### config.mk
export PLATFORM = sky130hd
export DESIGN_NAME = irq_priority_controller
export DESIGN_NICKNAME = d
export VERILOG_FILES = /design/src/rtl/irq_priority_controller_pkg.sv /design/src/rtl/irq_priority_controller_encoder.sv /design/src/rtl/irq_priority_controller.sv
export SDC_FILE = /design/constraint.sdc
export NUM_CORES = 1
export LEC_CHECK = 0
export CAP_MARGIN = 25
export CORE_ASPECT_RATIO = 1.5
export CORE_UTILIZATION = 38
export CTS_CLUSTER_DIAMETER = 50
export DETAILED_ROUTE_END_ITERATION = 10
export PLACE_DENSITY = 0.78
export REMOVE_ABC_BUFFERS = 1
export SLEW_MARGIN = 5
export SYNTH_ARGS = -nofsm -noshare
export SYNTH_HDL_FRONTEND = slang
export SYNTH_SLANG_ARGS = --single-unit
### constraint.sdc
create_clock -name CLK -period 2.3 [get_ports CLK]
set_clock_uncertainty 0.15 [all_clocks]
set_input_delay 0.46 -clock CLK [delete_from_list [all_inputs] [get_ports CLK]]
set_output_delay 0.46 -clock CLK [all_outputs]
set_load 0.1 [all_outputs]
### src/rtl/irq_priority_controller_pkg.sv
`default_nettype none
// ============================================================================
// Module      : irq_priority_controller_pkg
// Description : Shared constants and FSM state encoding for the 16-line
//               interrupt priority controller.
// Revision    : 1.0 - initial release
// ============================================================================
package irq_priority_controller_pkg;

    localparam int IRQ_LINES = 16;
    localparam int ID_W      = 4;

    typedef enum logic [1:0] {
        IDLE    = 2'd0,
        REQ     = 2'd1,
        SERVICE = 2'd2
    } irq_state_t;

endpackage : irq_priority_controller_pkg
`default_nettype wire

### src/rtl/irq_priority_controller_encoder.sv
`default_nettype none
// ============================================================================
// Module      : Encoder_16
// Description : 16-to-4 one-hot to binary index encoder. The input must be
//               one-hot or zero; zero encodes to index 0.
// Ports       : i_onehot [15:0] one-hot input vector
//               o_index  [3:0]  binary index of the set bit
// Revision    : 1.0 - initial release
// ============================================================================
module Encoder_16 (
    input  logic [15:0] i_onehot,
    output logic [3:0]  o_index
);

    // Each index bit is the OR of all input positions whose index has that
    // bit set; valid only because at most one input bit is high.
    assign o_index[0] = |(i_onehot & 16'hAAAA);
    assign o_index[1] = |(i_onehot & 16'hCCCC);
    assign o_index[2] = |(i_onehot & 16'hF0F0);
    assign o_index[3] = |(i_onehot & 16'hFF00);

endmodule : Encoder_16
`default_nettype wire

### src/rtl/irq_priority_controller.sv
`default_nettype none
// ============================================================================
// Module      : irq_priority_controller
// Description : 16-line interrupt controller. Lines are latched as edge- or
//               level-triggered, masked, and the lowest eligible line is
//               presented to the core via a req/ack/EOI handshake.
//               No nesting: one interrupt in flight at a time.
// Ports       : CLK         system clock
//               RESET       synchronous active-high reset
//               irq_lines   raw interrupt sources (synchronous to CLK)
//               mask_we     enable-mask write strobe
//               mask_wdata  new enable mask (1 = enabled)
//               mask_o      current enable mask
//               pending_o   current pending register
//               irq_req_o   interrupt request to the core
//               irq_id_o    index of the requested / in-service line
//               irq_ack_i   core claims the request
//               irq_eoi_i   core signals end of service
//               busy_o      high while an interrupt is in service
// Revision    : 1.0 - initial release
// ============================================================================
module irq_priority_controller
    import irq_priority_controller_pkg::*;
#(
    parameter logic [15:0] EDGE_LINES = 16'h0000,
    parameter logic [15:0] RESET_MASK = 16'h0000
) (
    input  logic                 CLK,
    input  logic                 RESET,
    input  logic [IRQ_LINES-1:0] irq_lines,
    input  logic                 mask_we,
    input  logic [IRQ_LINES-1:0] mask_wdata,
    output logic [IRQ_LINES-1:0] mask_o,
    output logic [IRQ_LINES-1:0] pending_o,
    output logic                 irq_req_o,
    output logic [ID_W-1:0]      irq_id_o,
    input  logic                 irq_ack_i,
    input  logic                 irq_eoi_i,
    output logic                 busy_o
);

    irq_state_t           r_state;
    irq_state_t           w_state_next;
    logic [IRQ_LINES-1:0] r_pending;
    logic [IRQ_LINES-1:0] r_lines_q;
    logic [IRQ_LINES-1:0] r_mask;
    logic [ID_W-1:0]      r_id;

    logic [IRQ_LINES-1:0] w_eligible;
    logic [IRQ_LINES-1:0] w_onehot;
    logic [ID_W-1:0]      w_sel_id;
    logic                 w_ack_take;
    logic                 w_id_load;
    logic [IRQ_LINES-1:0] w_clr;
    logic [IRQ_LINES-1:0] w_pending_next;

    // ------------------------------------------------------------------
    // Selection: isolate the lowest eligible line, then encode it.
    // ------------------------------------------------------------------
    assign w_eligible = r_pending & r_mask;
    assign w_onehot   = w_eligible & (~w_eligible + 16'd1);

    Encoder_16 u_encoder (
        .i_onehot (w_onehot),
        .o_index  (w_sel_id)
    );

    // ------------------------------------------------------------------
    // Pending update. Edge lines are sticky until acked; a fresh edge in
    // the ack cycle re-sets the bit (set wins). Level lines track input.
    // ------------------------------------------------------------------
    assign w_ack_take = (r_state == REQ) && irq_ack_i;
    assign w_clr      = {{(IRQ_LINES-1){1'b0}}, w_ack_take} << r_id;

    assign w_pending_next =
        (EDGE_LINES & ((irq_lines & ~r_lines_q) | (r_pending & ~w_clr))) |
        (~EDGE_LINES & irq_lines);

    always_ff @(posedge CLK) begin
        if (RESET) begin
            r_pending <= '0;
            r_lines_q <= '0;
            r_mask    <= RESET_MASK;
        end else begin
            r_pending <= w_pending_next;
            r_lines_q <= irq_lines;
            if (mask_we) begin
                r_mask <= mask_wdata;
            end
        end
    end

    // ------------------------------------------------------------------
    // Handshake FSM
    // ------------------------------------------------------------------
    always_ff @(posedge CLK) begin
        if (RESET) begin
            r_state <= IDLE;
            r_id    <= '0;
        end else begin
            r_state <= w_state_next;
            if (w_id_load) begin
                r_id <= w_sel_id;
            end
        end
    end

    always_comb begin
        w_state_next = r_state;
        w_id_load    = 1'b0;
        case (r_state)
            IDLE: begin
                if (w_eligible != '0) begin
                    w_id_load    = 1'b1;
                    w_state_next = REQ;
                end
            end
            REQ: begin
                // Mask/pending changes never withdraw an issued request;
                // ack takes precedence over a simultaneous eoi.
                if (irq_ack_i) begin
                    w_state_next = SERVICE;
                end
            end
            SERVICE: begin
                if (irq_eoi_i) begin
                    w_state_next = IDLE;
                end
            end
            default: begin
                w_state_next = IDLE;
            end
        endcase
    end

    assign irq_req_o = (r_state == REQ);
    assign busy_o    = (r_state == SERVICE);
    assign irq_id_o  = r_id;
    assign mask_o    = r_mask;
    assign pending_o = r_pending;

endmodule : irq_priority_controller
`default_nettype wire
==> flow_summary.toml <==
[clock_tree]
clock_latency_ps = 280
root_buffer = "clkbuf_8"
clock_path_buffers = 2
cts_num_sinks = 38
cts_tree = "yes"
cts.reportedPaths.clkPinSlew_ps = 70
postCtsSetupBuffers = 0
hold_buffers = 0
cts_buffers = 5
htreeDepth = 2
cts_resized = 0

[routing]
vias = 1335
drtAntennaViolNets = 0
drt_iter0_drc = 47
wire_per_inst_um = 14.2
remaining_drc_errors = 0
drt-pass1-iter-count = 4
routed_wl_mm = 3.77
viasPerCell = 5.04

[grt]
grt_start_max_net_pins = 39
grt_pass1_vias = 1321
grt_pass1_wl_mm = 6.13
grt-ovfl-total = 0
grt_usage = 0.204
antenna_found_initial = 0

[floorplanning]
chipWidth_um = 52.1
core_area_um2 = 3510
die-height_um = 77.1
initial_utilization = 0.407
rows = 26
io_pins = 75
die_area_um2 = 4010

[timing]
setup_viol = 0
slew_viol_final = 0
tightest_slew_ps = 383
fmax_mhz = 551
finalHoldViolations = 0
fin_crit_sh = 0.789
rsz0062_at_grt = "false"
min_period_ps = 1810
relSlewSlack = 0.744

[critical_path]
cp.arrival_ps = 1200
reg2regPathDepth = 5
cpPeakStageDelay_ps = 370
critPathBufInv = 1
cp_data_required_time_ps = 1690
path_max_fanout = 4
cp.depth = 2
cpLargestDelayFamily = "flip-flops"
critPathLaunchType = "flip-flop"
worstPathCellList = "nor2b_1 > buf_12"
crit_slowest_cell = "dfxtp_1"
cp-end-kind = "primary output"
path_class = "flip-flop to primary output"

[yosys]
ys_warn_count = 0
syn_inst = 145
ys_types = 26
netlist_area_um2 = 1430
ys_seq_area_frac = 0.532
syn_area_per_cell_um2 = 9.85
ys_ff_latch = 38

[cells_and_area]
utilization = 0.641
antenna_cells = 0
most-common-layout-cells = "dfxtp_1 (38), buf_4 (38), clkdlybuf4s50_1 (36), nor2_1 (24), nor2b_1 (18)"
area_growth_pct = 57.5
nets = 259
fin_area_um2 = 2250
final_cells = 265
drive_gt1_frac = 0.233

[power_and_ir_drop]
p_per_area_nw_per_um2 = 860
vdd_ir_drop_max_mv = 0.720
leakage_uw = 0.00101

[place]
place.gp.congestion = 0.834
place_area_um2 = 2140
dp_cells = 257
io_buffer_count = 74
hpwl_mm = 2.86

[flow_run]
maxCapViolations = 0

[outcome]
status = "complete, no violations"

[worst_hold_path]
hold_depth = 2
hold_path.class = "flip-flop to flip-flop"
==> layer usage <==
metal	global-route usage	routed length (µm)	part of all wire
met1	0.218	1440	0.38
met3	0.0437	137	0.036
met2	0.369	2150	0.57
met5	0	0	0
met4	0.0811	40	0.011
==> state kept, by name (all words and copies together) (netlist names) <==
| name | flops |
|---|---|
| mask_o | 16 |
| pending_o | 16 |
| r_state | 2 |
| irq_id_o | 4 |
==> worst reg2reg max path, stage by stage, from the launching register on <==
cell	delay (ps)
dfxtp_1	340
a22oi_1	290
nand2_1	160
o41a_1	500
a21oi_1	140
nor2_1	50
==> Yosys cell counts (all sizes together) <==
master	n	share of area
dfxtp	38	0.53
nor2	24	0.063
nor2b	18	0.079
mux2i	16	0.11
nand2	11	0.029
a22oi	7	0.044
a32oi	3	0.018
buf	3	0.0096
clkbuf	3	0.0079
nor3	3	0.011
a21oi	2	0.0070
a22o	2	0.012
a311oi	2	0.012
inv	2	0.0053
nand3	2	0.011
o21ai	2	0.0070
a211oi	1	0.0053
a21boi	1	0.0053
a221o	1	0.0070
a221oi	1	0.0061
nand4	1	0.0044
o41a	1	0.0079
or2	1	0.0044
==> path summary, 6_finish.rpt <==
check	startpoint	endpoint	slack, ps
worst max register to register	mask_o[6]	r_state[0]	550
worst min-delay path	irq_id_o[1]	irq_id_o[1]	350
worst max-delay path	r_state[0]	irq_req_o	490
worst min register to register	irq_id_o[1]	irq_id_o[1]	350
==> report_power, final <==
group | total [µW] | internal [µW] | switching (µW)
registers | 750 | 707 | 42.5
clock network | 548 | 319 | 229
logic | 638 | 184 | 454
total | 1940 | 1210 | 725
==> through the flow <==
step	setup TNS [ps]	hold WS, ps	worst slack (ps)	total power [µW]
6_report	0	353	485	1940
5_1_grt	0	363	407	2010
4_1_cts	0	353	489	1940
3_5_place_dp	0	340	503	1400
3_3_place_gp	0	336	552	1390
2_1_floorplan	-170	382	-67.5	1210
==> cell type report <==
cell class	instances	area (µm²)
sequential	38	761
multi-input combinational	99	636
fill	299	1260
timing repair buffer	76	686
clock buffer	5	68.8
clock inverter	3	40.0
tap	42	52.6
inverter	2	7.51
==> logic make-up (layout without fill, tap and decap cells) <==
family,after synthesis,count (layout),share of synthesized area
flops,38,38,0.532
buf+inv,8,86,0.0228
compound gates,23,23,0.132
simple gates,60,60,0.201
mux,16,16,0.112
No activity file was read; power rests on OpenSTA's default activity.
